===== src/rtl/alu_seq_pkg.sv =====
// alu_seq_pkg: shared types and encodings for the ALU sequencer.
//   state_t  - FSM states
//   kind_t   - decoded instruction class
//   dec_t    - decoded instruction fields latched as the internal ir
package alu_seq_pkg;

  localparam int unsigned INSTR_W = 16;
  localparam int unsigned REG_AW  = 3;

  localparam logic [2:0] OPC_MOV = 3'b110;
  localparam logic [2:0] OPC_ALU = 3'b101;

  localparam logic [1:0] OP_ADD  = 2'b00;
  localparam logic [1:0] OP_CMP  = 2'b01;
  localparam logic [1:0] OP_AND  = 2'b10;
  localparam logic [1:0] OP_MVN  = 2'b11;
  localparam logic [1:0] OP_MOVI = 2'b10;
  localparam logic [1:0] OP_MOVR = 2'b00;

  localparam logic [1:0] SH_NONE = 2'b00;
  localparam logic [1:0] SH_LSL1 = 2'b01;
  localparam logic [1:0] SH_LSR1 = 2'b10;
  localparam logic [1:0] SH_ASR1 = 2'b11;

  localparam logic [1:0] ALU_ADD  = 2'b00;
  localparam logic [1:0] ALU_SUB  = 2'b01;
  localparam logic [1:0] ALU_AND  = 2'b10;
  localparam logic [1:0] ALU_NOTB = 2'b11;

  typedef enum logic [2:0] {
    S_WAIT,
    S_DECODE,
    S_LOAD_A,
    S_LOAD_B,
    S_COMPUTE,
    S_WRITE_REG,
    S_WRITE_IMM
  } state_t;

  // K_ILLEGAL is the all-zero encoding so a cleared ir reads as "no instruction"
  typedef enum logic [2:0] {
    K_ILLEGAL,
    K_MOVI,
    K_MOVR,
    K_ADD,
    K_CMP,
    K_AND,
    K_MVN
  } kind_t;

  typedef struct packed {
    kind_t             kind;
    logic [1:0]        op;
    logic [REG_AW-1:0] rn;
    logic [REG_AW-1:0] rd;
    logic [1:0]        sh;
    logic [REG_AW-1:0] rm;
  } dec_t;

endpackage


===== src/rtl/alu_sequencer_instr_dec.sv =====
// instr_dec: combinational field extraction, classification and immediate
// sign extension for one 16-bit instruction.
//   instr    - raw instruction word
//   dec_c    - class plus op/Rn/Rd/sh/Rm fields
//   legal_c  - encoding is one of the six supported instructions
//   sximm8_c - instr[7:0] sign-extended to DATA_W
module instr_dec
  import alu_seq_pkg::*;
#(
  parameter int unsigned DATA_W = 16
) (
  input  logic [INSTR_W-1:0] instr,
  output dec_t               dec_c,
  output logic               legal_c,
  output logic [DATA_W-1:0]  sximm8_c
);

  logic [2:0] opc;
  logic [1:0] op;

  assign opc = instr[15:13];
  assign op  = instr[12:11];

  // Classification from opcode/op
  always_comb begin
    dec_c      = '0;
    dec_c.kind = K_ILLEGAL;
    dec_c.op   = op;
    dec_c.rn   = instr[10:8];
    dec_c.rd   = instr[7:5];
    dec_c.sh   = instr[4:3];
    dec_c.rm   = instr[2:0];
    if (opc == OPC_MOV) begin
      if (op == OP_MOVI) begin
        dec_c.kind = K_MOVI;
      end else if (op == OP_MOVR) begin
        dec_c.kind = K_MOVR;
      end
    end else if (opc == OPC_ALU) begin
      case (op)
        OP_ADD:  dec_c.kind = K_ADD;
        OP_CMP:  dec_c.kind = K_CMP;
        OP_AND:  dec_c.kind = K_AND;
        default: dec_c.kind = K_MVN;
      endcase
    end
  end

  assign legal_c  = (dec_c.kind != K_ILLEGAL);
  assign sximm8_c = {{(DATA_W - 8){instr[7]}}, instr[7:0]};

endmodule


===== src/rtl/alu_sequencer.sv =====
// alu_sequencer: multi-cycle Moore controller that steps one instruction
// through read-A, read-B, compute and write-back on a shared datapath.
//   clk, rst          - clock, synchronous active-high reset
//   start, instr      - instruction handshake, accepted only while waiting
//   waiting, illegal  - idle indication, unrecognised-encoding flag
//   r_addr, w_addr    - register-file read/write addresses
//   w_en, wb_sel      - register write enable and source (0 = C, 1 = sximm8)
//   en_A/B/C/status   - datapath load enables
//   sel_A             - zero the ALU A input
//   shift_op, ALU_op  - shifter and ALU controls
//   sximm8            - sign-extended ir[7:0]
// All outputs are registered: each transition loads the outputs of the
// state being entered, so they are valid for the whole of that state.
module alu_sequencer
  import alu_seq_pkg::*;
#(
  parameter int unsigned DATA_W = 16
) (
  input  logic                 clk,
  input  logic                 rst,
  input  logic                 start,
  input  logic [INSTR_W-1:0]   instr,
  output logic                 waiting,
  output logic                 illegal,
  output logic [REG_AW-1:0]    r_addr,
  output logic [REG_AW-1:0]    w_addr,
  output logic                 w_en,
  output logic                 wb_sel,
  output logic                 en_A,
  output logic                 en_B,
  output logic                 en_C,
  output logic                 en_status,
  output logic                 sel_A,
  output logic [1:0]           shift_op,
  output logic [1:0]           ALU_op,
  output logic [DATA_W-1:0]    sximm8
);

  state_t state;
  dec_t   ir;

  dec_t              in_dec;
  logic              in_legal;
  logic [DATA_W-1:0] in_sximm8;

  // Decode the incoming word; the decoded fields are what ir holds
  instr_dec #(
    .DATA_W (DATA_W)
  ) u_instr_dec (
    .instr    (instr),
    .dec_c    (in_dec),
    .legal_c  (in_legal),
    .sximm8_c (in_sximm8)
  );

  // State register and registered outputs for the state being entered
  always_ff @(posedge clk) begin
    if (rst) begin
      state     <= S_WAIT;
      ir        <= '0;
      sximm8    <= '0;
      waiting   <= 1'b1;
      illegal   <= 1'b0;
      r_addr    <= '0;
      w_addr    <= '0;
      w_en      <= 1'b0;
      wb_sel    <= 1'b0;
      en_A      <= 1'b0;
      en_B      <= 1'b0;
      en_C      <= 1'b0;
      en_status <= 1'b0;
      sel_A     <= 1'b0;
      shift_op  <= SH_NONE;
      ALU_op    <= ALU_ADD;
    end else begin
      waiting   <= 1'b0;
      illegal   <= 1'b0;
      r_addr    <= '0;
      w_addr    <= '0;
      w_en      <= 1'b0;
      wb_sel    <= 1'b0;
      en_A      <= 1'b0;
      en_B      <= 1'b0;
      en_C      <= 1'b0;
      en_status <= 1'b0;
      sel_A     <= 1'b0;
      shift_op  <= SH_NONE;
      ALU_op    <= ALU_ADD;

      case (state)
        S_WAIT: begin
          if (start) begin
            ir      <= in_dec;
            sximm8  <= in_sximm8;
            illegal <= ~in_legal;
            state   <= S_DECODE;
          end else begin
            waiting <= 1'b1;
          end
        end

        S_DECODE: begin
          case (ir.kind)
            K_MOVI: begin
              state  <= S_WRITE_IMM;
              w_addr <= ir.rn;
              wb_sel <= 1'b1;
              w_en   <= 1'b1;
            end
            K_MOVR, K_MVN: begin
              state  <= S_LOAD_B;
              r_addr <= ir.rm;
              en_B   <= 1'b1;
            end
            K_ADD, K_CMP, K_AND: begin
              state  <= S_LOAD_A;
              r_addr <= ir.rn;
              en_A   <= 1'b1;
            end
            default: begin
              state   <= S_WAIT;
              waiting <= 1'b1;
            end
          endcase
        end

        S_LOAD_A: begin
          state  <= S_LOAD_B;
          r_addr <= ir.rm;
          en_B   <= 1'b1;
        end

        S_LOAD_B: begin
          state    <= S_COMPUTE;
          shift_op <= ir.sh;
          // MOV reg is 0 + shifted B; MVN uses its own op with A forced to zero
          ALU_op   <= (ir.kind == K_MOVR) ? ALU_ADD : ir.op;
          sel_A    <= (ir.kind == K_MOVR) || (ir.kind == K_MVN);
          if (ir.kind == K_CMP) begin
            en_status <= 1'b1;
          end else begin
            en_C <= 1'b1;
          end
        end

        S_COMPUTE: begin
          if (ir.kind == K_CMP) begin
            state   <= S_WAIT;
            waiting <= 1'b1;
          end else begin
            state  <= S_WRITE_REG;
            w_addr <= ir.rd;
            w_en   <= 1'b1;
          end
        end

        default: begin
          state   <= S_WAIT;
          waiting <= 1'b1;
        end
      endcase
    end
  end

endmodule


===== config.mk =====
export PLATFORM = sky130hd
export DESIGN_NAME = alu_sequencer
export DESIGN_NICKNAME = d
export VERILOG_FILES = /design/src/rtl/alu_seq_pkg.sv /design/src/rtl/alu_sequencer_instr_dec.sv /design/src/rtl/alu_sequencer.sv
export SDC_FILE = /design/constraint.sdc
export NUM_CORES = 1
export LEC_CHECK = 0
export CORE_AREA = 2 2 65 67
export DETAILED_ROUTE_END_ITERATION = 16
export DIE_AREA = 0 0 67 69
export GPL_TIMING_DRIVEN = 0
export PLACE_DENSITY = 0.76
export SLEW_MARGIN = 20
export SYNTH_ARGS = -nofsm -noshare
export SYNTH_HDL_FRONTEND = slang
export SYNTH_SLANG_ARGS = --single-unit

===== constraint.sdc =====
create_clock -name clk -period 1.5 [get_ports clk]
set_input_delay 0.225 -clock clk [delete_from_list [all_inputs] [get_ports clk]]
set_output_delay 0.225 -clock clk [all_outputs]
set_load 0.005 [all_outputs]

### Word-level counts from Yosys, hierarchy flattened

Cells that the tools add are included.

| storage, ports and cells | value |
|---|---|
| bits in registers | 46 |
| logic and storage cells | 78 |

| operators by class | value |
|---|---|
| eq/ne operators | 15 |
| mux-type cells | 24 |
| bitwise operators | 5 |
| reductions and logical operators | 13 |

Operator list:

| kind | number |
|---|---|
| 3-bit two-way mux | 7 |
| 3-bit == test, second input constant | 6 |
| 3-bit case mux with 2 select lines | 3 |
| 3-bit case mux with 3 select lines | 2 |
| 3-bit case mux with 5 select lines | 1 |
| 3-bit by 2-bit == test with 1-bit output, second input constant | 4 |
| 3-bit OR reduction | 3 |
| 2-bit OR reduction | 4 |
| 1-bit two-way mux | 7 |
| 3-bit by 1-bit == test with 1-bit output, second input constant | 2 |
| 6-bit OR reduction | 1 |
| 1-bit inverter | 5 |
| 1-bit case mux with 2 select lines | 2 |
| 1-bit case mux with 4 select lines | 1 |
| 3-bit zero test | 1 |
| 3-bit nonzero test | 1 |
| 2-bit by 1-bit == test with 1-bit output, second input constant | 1 |
| 2-bit == test, second input constant | 1 |
| 2-bit zero test | 1 |
| 2-bit two-way mux | 1 |
| 2-bit != test, second input constant | 1 |
| 2-bit AND reduction | 1 |
| 1-bit logical OR | 1 |

### Logic depth before layout (Yosys ltp)

Gate-level depths: netlist of run 1.

| logic depth | value |
|---|---|
| word-level depth | 6 |
| depth in mapped cells | 6 |

### Hierarchy

A second synthesis of run 1 with hierarchy kept.

| unflattened totals | value |
|---|---|
| cell total of the unflattened synthesis | 285 |
| area, all modules | 2401.1 sq um |

Modules (own cells, without submodules):

| module | times used | cells each | area each (sq um) |
|---|---|---|---|
| alu_sequencer | 1 | 241 | 2068.2 |
| instr_dec | 1 | 44 | 332.8 |

### Worst setup path before layout of run 1

Ideal clock, no wire load.

| path | value |
|---|---|
| kind | register -> register |
| start | register state[0] |
| end | register waiting |
| arrival | 1106 ps |
| required time | 1381 ps |
| setup slack | 275 ps |
| cell stages (with the launch flop) | 5 |
| path buffers | 0 |
| period minus slack after synthesis | 1225 ps |
| path through | dfxtp_1 -> nor2_1 -> inv_1 -> a211o_1 -> o21bai_1 |

| between the ends | value |
|---|---|
| cells in the longest elaborated chain, start to end | 3 |

RTL lines:

| item | line | RTL |
|---|---|---|
| from (decl) | alu_sequencer.sv:39 | `state_t state;` |
| from (signal assigned) | alu_sequencer.sv:59 | `state <= S_WAIT;` |
| from (signal assigned) | alu_sequencer.sv:96 | `state <= S_DECODE;` |
| from (signal assigned) | alu_sequencer.sv:105 | `state <= S_WRITE_IMM;` |
| 3-bit by 2-bit == test with 1-bit output | alu_sequencer.sv:90 | `case (state)` |
| 2-bit OR reduction (no line) | - |  |
| 1-bit case mux with 4 select lines * | alu_sequencer.sv:90 |  |
| to (signal assigned) | alu_sequencer.sv:76 | `waiting <= 1'b0;` |
| to (signal assigned) | alu_sequencer.sv:98 | `waiting <= 1'b1;` |
| to (signal assigned) | alu_sequencer.sv:122 | `waiting <= 1'b1;` |
| to (decl) | alu_sequencer.sv:23 | `output logic waiting,` |

Every way passes the cells marked *; elsewhere a longest branch is shown, timed or not.
A chain may end at the register's enable or synchronous reset.

### Worst setup path after layout of run 1

| path | value |
|---|---|
| start | register sximm8[4] |
| end | output port sximm8[4] |

RTL lines:

| item | line | RTL |
|---|---|---|
| from (decl) | alu_sequencer.sv:36 | `output logic [DATA_W-1:0] sximm8` |
| from (signal assigned) | alu_sequencer.sv:94 | `sximm8 <= in_sximm8;` |

No word-level cell between the ends.

==> run summary, run 1 <==
Final Slew Violations = 0
Critical R2R Launch = state[0]$_SDFFE_PP0N_
Worst Max-Slew Pin Slew = 373.2 ps
DRT Pass-1 Iters = 4
# setup viols final = 0
layout cells sized above 1 = 25.83%
# Max-Cap Violations = 0
Routed WL = 4097 um
Ports = 54
average wire per standard cell = 12.76 um
# port buffers = 53
CP Max Fanout = 3
Async S/R FF share, synth = 0%
Rows = 23
worst setup path start = sximm8[4]$_SDFFE_PP0P_
CP arrival = 1240 ps
CP Data Required Time = 1270 ps
CTS tree = done
GRT Util Overall = 18.33%
Routed Antenna Nets = 0
Non-Filler Instances = 321
ys flop type = dfxtp_1
Post-Synthesis Cell Area = 1689 um2
Setup crit end = sximm8[4]
vias post-DR = 1,567
antenna violations before repair = 0
Tmin final = 1465 ps
Multi-input gate area = 733.2 um2
Sink Count = 38
Cells after Synth = 201
syn nets = 222
Initial Util = 43.16%
Via-to-Cell Ratio = 4.882
worst vdd ir = 605.6 uV
YS warnings = 0
die area = 4623 um2
Core Box Area = 3914 um2
fin crit share = 97.64%
Avg Cell Area, Syn = 8.404 um2
pin count of the biggest net entering global routing = 14
R2R depth = 5
Total Nets Final = 291
Layout Skew = 4.998 ps
clk root buf = clkbuf_8
Fmax = 682.8 MHz
clk_lat worst skew = 290 ps
flop2flop setup slack = 90 ps
final core occ = 63.87%
Num CTS Buffers = 5
Antenna Cells = 0
Netlist cell types = 38
die width = 67 um
crit path capture type = output port
area grow syn2layout = 48.00%
Lkg Pwr = 1.040 nW
DR iter-0 viols = 83
vias in the first global route = 1,416
H-tree depth = 2
WS Path Type = reg -> out
Post-Place Cells = 304
Final HPWL DP = 2846 um
Fin. Hold Viols = 0
outcome = finished, final reports clean
Congestion Overflow GR = 0
element type at the critical path start = flip-flop
sequential share of the synthesized area = 45.04%
Worst slew margin = 74.86%
hold_buf cts = 0
clock tree buffer depth = 2
Die Y = 69 um
reg2reg end = ir[12]$_SDFFE_PP0P_
RePlAce Congestion = 0.8416
Clock transition at path regs = 70 ps
DR DRC count = 0
first-pass GRT wire length = 6417 um
Hold WC Path Type = reg -> reg
synthesized flop and latch total = 38
register area = 773.2 um2
# fillers = 360
PwrDens = 1071 nW/um2
Post-synth EDFFs = 0
==> critical path, stage by stage, from the launching register on <==
cell and delay, ps:
dfxtp_2 350, buf_4 110, clkdlybuf4s50_1 490
==> routing by layer <==
metal	GRT usage, %	up-vias	share of wire, %
li1	-	795	-
met1	22.04	712	43
met4	11.56	0	1.5
met2	27.61	54	49
met3	5.873	6	6.2
met5	0	-	0
==> cell usage in the layout (no fill, tap or decap), types with 2 or more instances in the layout <==
cell             instances
o22ai_1                  2
a22o_1                   3
buf_4                   35
bufinv_16                2
buf_6                    2
a22oi_1                  3
a31oi_1                  2
inv_1                    6
nor2_1                  16
dfxtp_1                 30
nor4b_2                  2
nor2b_1                  4
clkdlybuf4s50_1         42
dfxtp_2                  7
a21oi_1                 21
dlymetal6s2s_1           2
nand2b_1                 5
nand2_1                 38
nand3_1                  4
clkbuf_8                 5
ha_1                     2
and2_1                   2
clkbuf_2                 3
o21ai_0                  5
buf_2                    5
nand3b_1                 3
==> metrics by stage <==
| step | worst slack (ps) | TNS [ps] | total power, mW | hold slack [ps] | area [um2] |
|---|---|---|---|---|---|
| after floorplan | 274.7 | 0 | 1.404 | 314.5 | 1689 |
| after global placement | -312.8 | -4018 | 1.606 | 437.7 | 2282 |
| after detailed placement | -323.1 | -3997 | 1.615 | 445.0 | 2282 |
| after CTS | 5.690 | 0 | 2.650 | 459.4 | 2416 |
| after global routing | -4.945 | -4.945 | 2.789 | 466.3 | 2500 |
| final | 35.46 | 0 | 2.677 | 460.4 | 2500 |
==> layout make-up <==
cell class / instances / share of cell area, %
clock buffers: 5 / 2.753
clock inverters: 3 / 2.753
flip-flops and latches: 38 / 30.93
multi-input cells: 130 / 29.33
well taps: 50 / 2.503
inverters: 6 / 0.9009
plain buffers: 27 / 7.608
repair buffers: 62 / 23.22
==> worst min path at each step <==
stage	from	endpoint	slack, ps	depth (start not counted)
after floorplan	rst	en_B$_SDFF_PP0_	310	1
after global placement	ir[12]$_SDFFE_PP0P_	ALU_op[1]$_SDFF_PP0_	440	1
after detailed placement	ir[12]$_SDFFE_PP0P_	ALU_op[1]$_SDFF_PP0_	440	1
after CTS	instr[0]	sximm8[0]$_SDFFE_PP0P_	460	3
after global routing	instr[3]	sximm8[3]$_SDFFE_PP0P_	470	3
final	ir[12]$_SDFFE_PP0P_	ALU_op[1]$_SDFF_PP0_	460	1
==> synthesized netlist by cell type, types with 3 or more instances <==
cell type,n,area [um2]
nor2_1,17,63.81
a21oi_1,21,105.1
buf_4,17,127.6
nand2b_1,5,31.28
nand3b_1,3,22.52
nand2_1,38,142.6
o21ai_0,6,30.03
inv_1,6,22.52
a22o_1,3,26.28
dfxtp_1,38,760.7
nor2b_1,4,25.02
nand3_1,4,20.02
buf_2,5,25.02
a22oi_1,3,22.52
==> where the power goes <==
group	total [mW]	internal (mW)	switching (mW)
Sequential	1.11	1.06	0.0444
Clock	1.04	0.666	0.377
Combinational	0.525	0.294	0.230
==> sequential cells by signal, summed over array words and instances (netlist names), 2 cells and up <==
name / count
ir: 8
sximm8: 8
r_addr: 3
state: 3
w_addr: 3
ALU_op: 2
shift_op: 2
==> repair_timing <==
item,4_1_cts,5_1_grt
resized for setup,17,11
setup buffers,1,8
endpoints found under the hold margin,0,0
setup endpoints to repair,22,22
pin swaps,0,1
cloned,0,0
==> cells by family (layout without fill, tap and decap cells) <==
group / after synthesis / in the layout / share of synthesized area (%)
buf+inv: 33 / 103 / 12.37
compound gates: 43 / 43 / 15.26
fa+ha+maj: 2 / 2 / 1.481
simple gates: 85 / 85 / 25.85
flops: 38 / 38 / 45.04
Note: power is estimated with default switching activity, not from simulation.
==> run 2: changes to the inputs <==
- SETUP_SLACK_MARGIN: unset -> 0.3
==> run 2 against run 1 <==
Net effect:
- cell area increased by 22%
- final cell count increased by 4.7%
- count of clock-buffer cells in the layout increased by 1
- critical path type unchanged
==> run summary, run 2 (same netlist as run 1, synthesis figures left out) <==
first-pass GRT wire length = 8073 um (+26%)
area grow syn2layout = 80.74%
WS Path Type = reg -> out
die width = 67 um (unchanged)
Net Sw Power = 814.6 uW (+25%)
die area = 4623 um2 (unchanged)
Worst path max stage delay = 360 ps (-130 ps)
DRT Pass-1 Iters = 4 (unchanged)
Sink Count = 38 (unchanged)
Fmax = 751.1 MHz (+10%)
most frequent cells in the layout = 33 x buf_6, 27 x nand2_1, 26 x dfxtp_1
combinational share of power = 31.3% (+12 points)
Hold WS = 306.5 ps (-153.9 ps)
pin count of the biggest net entering global routing = 13 (-1)
Routed Antenna Nets = 0 (unchanged)
CP top delay family = buffers and inverters
Fin. Hold Viols = 0 (unchanged)
Initial Util = 43.16% (unchanged)
Hold WC Path Type = in -> reg
vias in the first global route = 1,635 (+15%)
Worst Path Buf+Inv = 4 (+2)
Final Slew Violations = 0 (unchanged)
Routed WL = 5587 um (+36%)
Rows = 23 (unchanged)
part of the power in registers = 41.0% (-0.4 points)
clock power share = 27.6% (-11 points)
Worst slew margin = 75.13% (+0.28 points)
clock tree buffer depth = 2 (unchanged)
Ports = 54 (unchanged)
flop2flop setup slack = 200 ps (+110 ps)
CP Data Required Time = 1270 ps (about the same)
Post-DP Area = 2291 um2 (+0.38%)
# setup viols final = 0 (unchanged)
worst-path cell chain = buf_6 > buf_6 > buf_6 > buf_6
DR iter-0 viols = 98 (+18%)
Layout Skew = 7.780 ps (+2.782 ps)
element type at the critical path start = flip-flop
fin crit share = 88.76% (-8.9 points)
Crit path top cell by count = buf_6
Via-to-Cell Ratio = 5.274 (+8.0%)
CP Max Fanout = 5 (+2)
# port buffers = 53 (unchanged)
clk_lat worst skew = 290 ps (about the same)
Antenna Cells = 0 (unchanged)
worst vdd ir = 670.0 uV (+11%)
slowest stage cell, crit path = dfxtp_4
layout cells sized above 1 = 48.60% (+23 points)
H-tree depth = 2 (unchanged)
Worst Max-Slew Pin Slew = 371.3 ps (-1.821 ps)
Lkg Pwr = 1.310 nW (+26%)
largest registers = ir: 8 flops, sximm8: 8 flops
GRT Util Overall = 22.76% (+4.4 points)
Design Area, Final = 3053 um2 (+22%)
# Max-Cap Violations = 0 (unchanged)
antenna violations before repair = 0 (unchanged)
Post-Place Cells = 304 (unchanged)
Core Box Area = 3914 um2 (unchanged)
Power, Total = 2.716 mW (+1.5%)
switch share = 29.99% (+5.6 points)
CTS tree = done
PwrDens = 889.7 nW/um2 (-17%)
vias post-DR = 1,772 (+13%)
average wire per standard cell = 16.63 um (+30%)
Tmin final = 1331 ps (-133.1 ps)
Num CTS Buffers = 5 (unchanged)
Internal = 1.902 mW (-6.1%)
Congestion Overflow GR = 0 (unchanged)
CP arrival = 1110 ps (-130 ps)
DR DRC count = 0 (unchanged)
Final HPWL DP = 2891 um (+1.6%)
RSZ-0062 raised after global routing = yes
RePlAce Congestion = 0.8315 (-1.2%)
crit path capture type = output port
most common cell after layout, fill and taps aside = buf_6
outcome = finished, final reports clean
Non-Filler Instances = 336 (+4.7%)
Clock transition at path regs = 80 ps (about the same)
clk root buf = clkbuf_8
Die Y = 69 um (unchanged)
Total Nets Final = 306 (+5.2%)
==> run 2: changes by cell type in the layout (fill, tap and decap cells not counted), sizes merged <==
cell           delta
clkdlybuf4s50    -28
buf              +17
clkinvlp          +1
bufinv            -2
dlygate4sd2      +20
clkdlybuf4s15     +7
==> run 2: repair_timing <==
item | CTS | global route
setup endpoints to repair | 65 | 41
buffers inserted | 20 | 3
hold buffers | 0 | 0
gates resized for setup | 140 | 77
pin swaps | 13 | 24
cloned | 1 | 0
==> run 2: layer usage <==
metal	global-route usage [%]	up-vias	share of wire (%)
met4	7.483	0	1.7
li1	-	831	-
met2	37.84	70	52
met5	0	-	0
met3	4.568	9	5.2
met1	28.92	862	41
==> run 2: final timing paths <==
path	from	endpoint	cells past startpoint
worst min register to register	ir[12]$_SDFFE_PP0P_	ALU_op[1]$_SDFF_PP0_	1
worst max register to register	state[1]$_SDFFE_PP0N_	ir[15]$_SDFFE_PP0P_	6
worst min-delay path	instr[12]	ir[12]$_SDFFE_PP0P_	3
worst max-delay path	sximm8[7]$_SDFFE_PP0P_	sximm8[13]	4
==> run 2: per-stage QoR <==
step / setup slack, ps / setup TNS, ps / utilization (%)
2_1_floorplan: 300.0 / 0 / -
4_1_cts: 122.4 / 0 / 70.01
5_1_grt: 144.6 / 0 / 78.01
3_3_place_gp: -324.9 / -4191 / 58.54
6_report: 168.6 / 0 / 78.01
3_5_place_dp: -363.9 / -4822 / 58.54
==> run 2: power by group through the flow <==
stage / registers, mW / clock network, mW / logic (mW)
2_1_floorplan: 1.12 / 0 / 0.287
3_3_place_gp: 1.13 / 0 / 0.480
3_5_place_dp: 1.13 / 0 / 0.488
4_1_cts: 1.11 / 0.730 / 0.666
5_1_grt: 1.12 / 0.788 / 0.898
6_report: 1.11 / 0.750 / 0.851
==> run 2: layout make-up <==
| type | instances | area (um2) |
|---|---|---|
| multi-input cells | 130 | 1075 |
| clock inverters | 2 | 12.51 |
| plain buffers | 27 | 264.0 |
| repair buffers | 77 | 750.7 |
| flip-flops and latches | 38 | 783.3 |
| inverters | 6 | 22.52 |
| clock buffers | 6 | 82.58 |
| well taps | 50 | 62.56 |
| fillers | 253 | 860.8 |
==> run 2: tightest hold or removal path: stages <==
cell	delay (ps)
clkdlybuf4s15_1	210
nand2_2	80
a21oi_2	40
==> run 3: changes to the inputs <==
- REMOVE_ABC_BUFFERS: unset -> 1
==> run 3 against run 2 <==
Net effect:
- global-route usage is 3.9 points lower
- non-clock buffer count is 24 lower
- cell area shrank 13%
- sequential power about the same
- critical endpoint is now sximm8[11]
- highest routed layer unchanged
==> run summary, run 3 (same netlist as run 1, synthesis figures left out) <==
Congestion Overflow GR = 0 (unchanged)
worst vdd ir = 629.9 uV (-6.0%)
GRT Util Overall = 18.86% (-3.9 points)
hold_sp = instr[11]
CP top delay family = buffers and inverters
hold path depth = 3 (unchanged)
Post-Place Cells = 277 (-8.9%)
vias in the first global route = 1,415 (-13%)
Critical R2R Launch = state[0]$_SDFFE_PP0N_
Worst path max stage delay = 510 ps (+150 ps)
Layout Skew = 12.94 ps (+5.163 ps)
# port buffers = 53 (unchanged)
DR iter-0 viols = 146 (+49%)
Initial Util = 43.16% (unchanged)
antenna violations before repair = 0 (unchanged)
largest registers = ir: 8 flops, sximm8: 8 flops
Clock transition at path regs = 70 ps (about the same)
Routed WL = 5171 um (-7.4%)
Total Nets Final = 283 (-7.5%)
outcome = finished, final reports clean
most frequent cells in the layout = 30 x dlygate4sd2_1, 29 x nand2_1, 27 x dfxtp_1
crit path capture type = output port
average wire per standard cell = 16.52 um (-0.64%)
Num CTS Buffers = 5 (unchanged)
Lkg Pwr = 1.104 nW (-16%)
die area = 4623 um2 (unchanged)
Routed Antenna Nets = 0 (unchanged)
Worst Max-Slew Pin Slew = 608.1 ps (+236.7 ps)
vias post-DR = 1,654 (-6.7%)
first-pass GRT wire length = 6789 um (-16%)
Fin. Hold Viols = 0 (unchanged)
most common cell after layout, fill and taps aside = dlygate4sd2_1
Hold EP = ir[11]$_SDFFE_PP0P_
WS Path Type = reg -> out
clk_lat worst skew = 290 ps (about the same)
# setup viols final = 0 (unchanged)
Die Y = 69 um (unchanged)
R2R depth = 5 (-1)
clock tree buffer depth = 2 (unchanged)
CP arrival = 1190 ps (+80 ps)
layout cells sized above 1 = 36.50% (-12 points)
DR DRC count = 0 (unchanged)
Via-to-Cell Ratio = 5.284 (+0.20%)
Non-Filler Instances = 313 (-6.8%)
clk root buf = clkbuf_8
Fmax = 704.8 MHz (-6.2%)
Final HPWL DP = 2412 um (-17%)
slowest stage cell, crit path = clkdlybuf4s50_1
die width = 67 um (unchanged)
DRT Pass-1 Iters = 4 (unchanged)
Tmin final = 1419 ps (+87.35 ps)
Ports = 54 (unchanged)
Design Area, Final = 2670 um2 (-13%)
Worst slew margin = 59.46% (-16 points)
Rows = 23 (unchanged)
Final Slew Violations = 0 (unchanged)
element type at the critical path start = flip-flop
Sink Count = 38 (unchanged)
CTS tree = done
flop2flop setup slack = 120 ps (-80 ps)
Post-DP Area = 2096 um2 (-8.5%)
CP Data Required Time = 1270 ps (about the same)
Hold WC Path Type = in -> reg
Antenna Cells = 0 (unchanged)
reg2reg end = ir[13]$_SDFFE_PP0P_
CP Max Fanout = 10 (+5)
area grow syn2layout = 58.07%
pin count of the biggest net entering global routing = 23 (+10)
Core Box Area = 3914 um2 (unchanged)
RePlAce Congestion = 0.7648 (-8.0%)
worst-path cell chain = clkdlybuf4s50_1
RSZ-0062 raised after global routing = yes
# Max-Cap Violations = 0 (unchanged)
H-tree depth = 2 (unchanged)
PwrDens = 956.2 nW/um2 (+7.5%)
Worst Path Buf+Inv = 1 (-3)
fin crit share = 94.59% (+5.8 points)
run 3: changes by cell type in the layout (fill, tap and decap cells not counted), sizes merged:
cell           before  now
buf                59   27
dlygate4sd2        20   30
clkdlybuf4s50      14   22
clkdlybuf4s15       7    0
dlymetal6s2s        2    0
clkinvlp            1    0
nand3b              4    5
run 3: cell type report:
type / instances / area [um2]
Sequential cell: 38 / 792.0
Inverter: 6 / 22.52
Multi-Input combinational cell: 131 / 963.4
Clock buffer: 7 / 86.33
Timing Repair Buffer: 80 / 738.2
Tap cell: 50 / 62.56
Fill cell: 299 / 1244
Clock inverter: 1 / 5.005
run 3: per-stage QoR:
stage | setup TNS, ps | setup slack [ps] | utilization, % | power (mW) | hold slack (ps)
5_1_grt | 0 | 34.29 | 68.22 | 2.657 | 352.9
4_1_cts | 0 | 77.12 | 59.40 | 2.315 | 338.1
2_1_floorplan | 0 | 158.1 | - | 1.321 | 287.4
6_report | 0 | 81.20 | 68.22 | 2.553 | 348.0
3_5_place_dp | -14160 | -590.0 | 53.55 | 1.529 | 426.9
3_3_place_gp | -14430 | -604.0 | 53.55 | 1.523 | 432.4
run 3: per-layer routing:
layer / global-route usage, % / vias up / part of all wire, %
met5: 0 / - / 0
li1: - / 786 / -
met3: 4.894 / 15 / 6.6
met1: 24.39 / 763 / 40
met4: 8.163 / 0 / 2.3
met2: 29.15 / 90 / 51
run 3: worst max-delay path by stage:
stage | from | end | slack (ps) | depth (start not counted)
final | sximm8[7]$_SDFFE_PP0P_ | sximm8[11] | 80 | 1
after global routing | sximm8[7]$_SDFFE_PP0P_ | sximm8[11] | 30 | 1
after CTS | sximm8[7]$_SDFFE_PP0P_ | sximm8[12] | 80 | 1
after detailed placement | rst | r_addr[0]$_SDFF_PP0_ | -590 | 5
after global placement | rst | ALU_op[0]$_SDFF_PP0_ | -600 | 5
after floorplan | state[0]$_SDFFE_PP0N_ | ir[14]$_SDFFE_PP0P_ | 160 | 3
run 3: timing repair:
item | in CTS | in global routing
hold buffers | 0 | 0
hold endpoints to repair | 0 | 0
gates resized for setup | 60 | 61
cloned | 1 | 0
buffers inserted | 12 | 15
setup endpoints to repair | 73 | 39
pin swaps | 6 | 22
run 3: power breakdown:
group          switching (mW)  total (mW)  internal, mW
logic                   0.320       0.700         0.379
registers              0.0635        1.13          1.06
clock network           0.357       0.728         0.371
total                   0.741        2.55          1.81
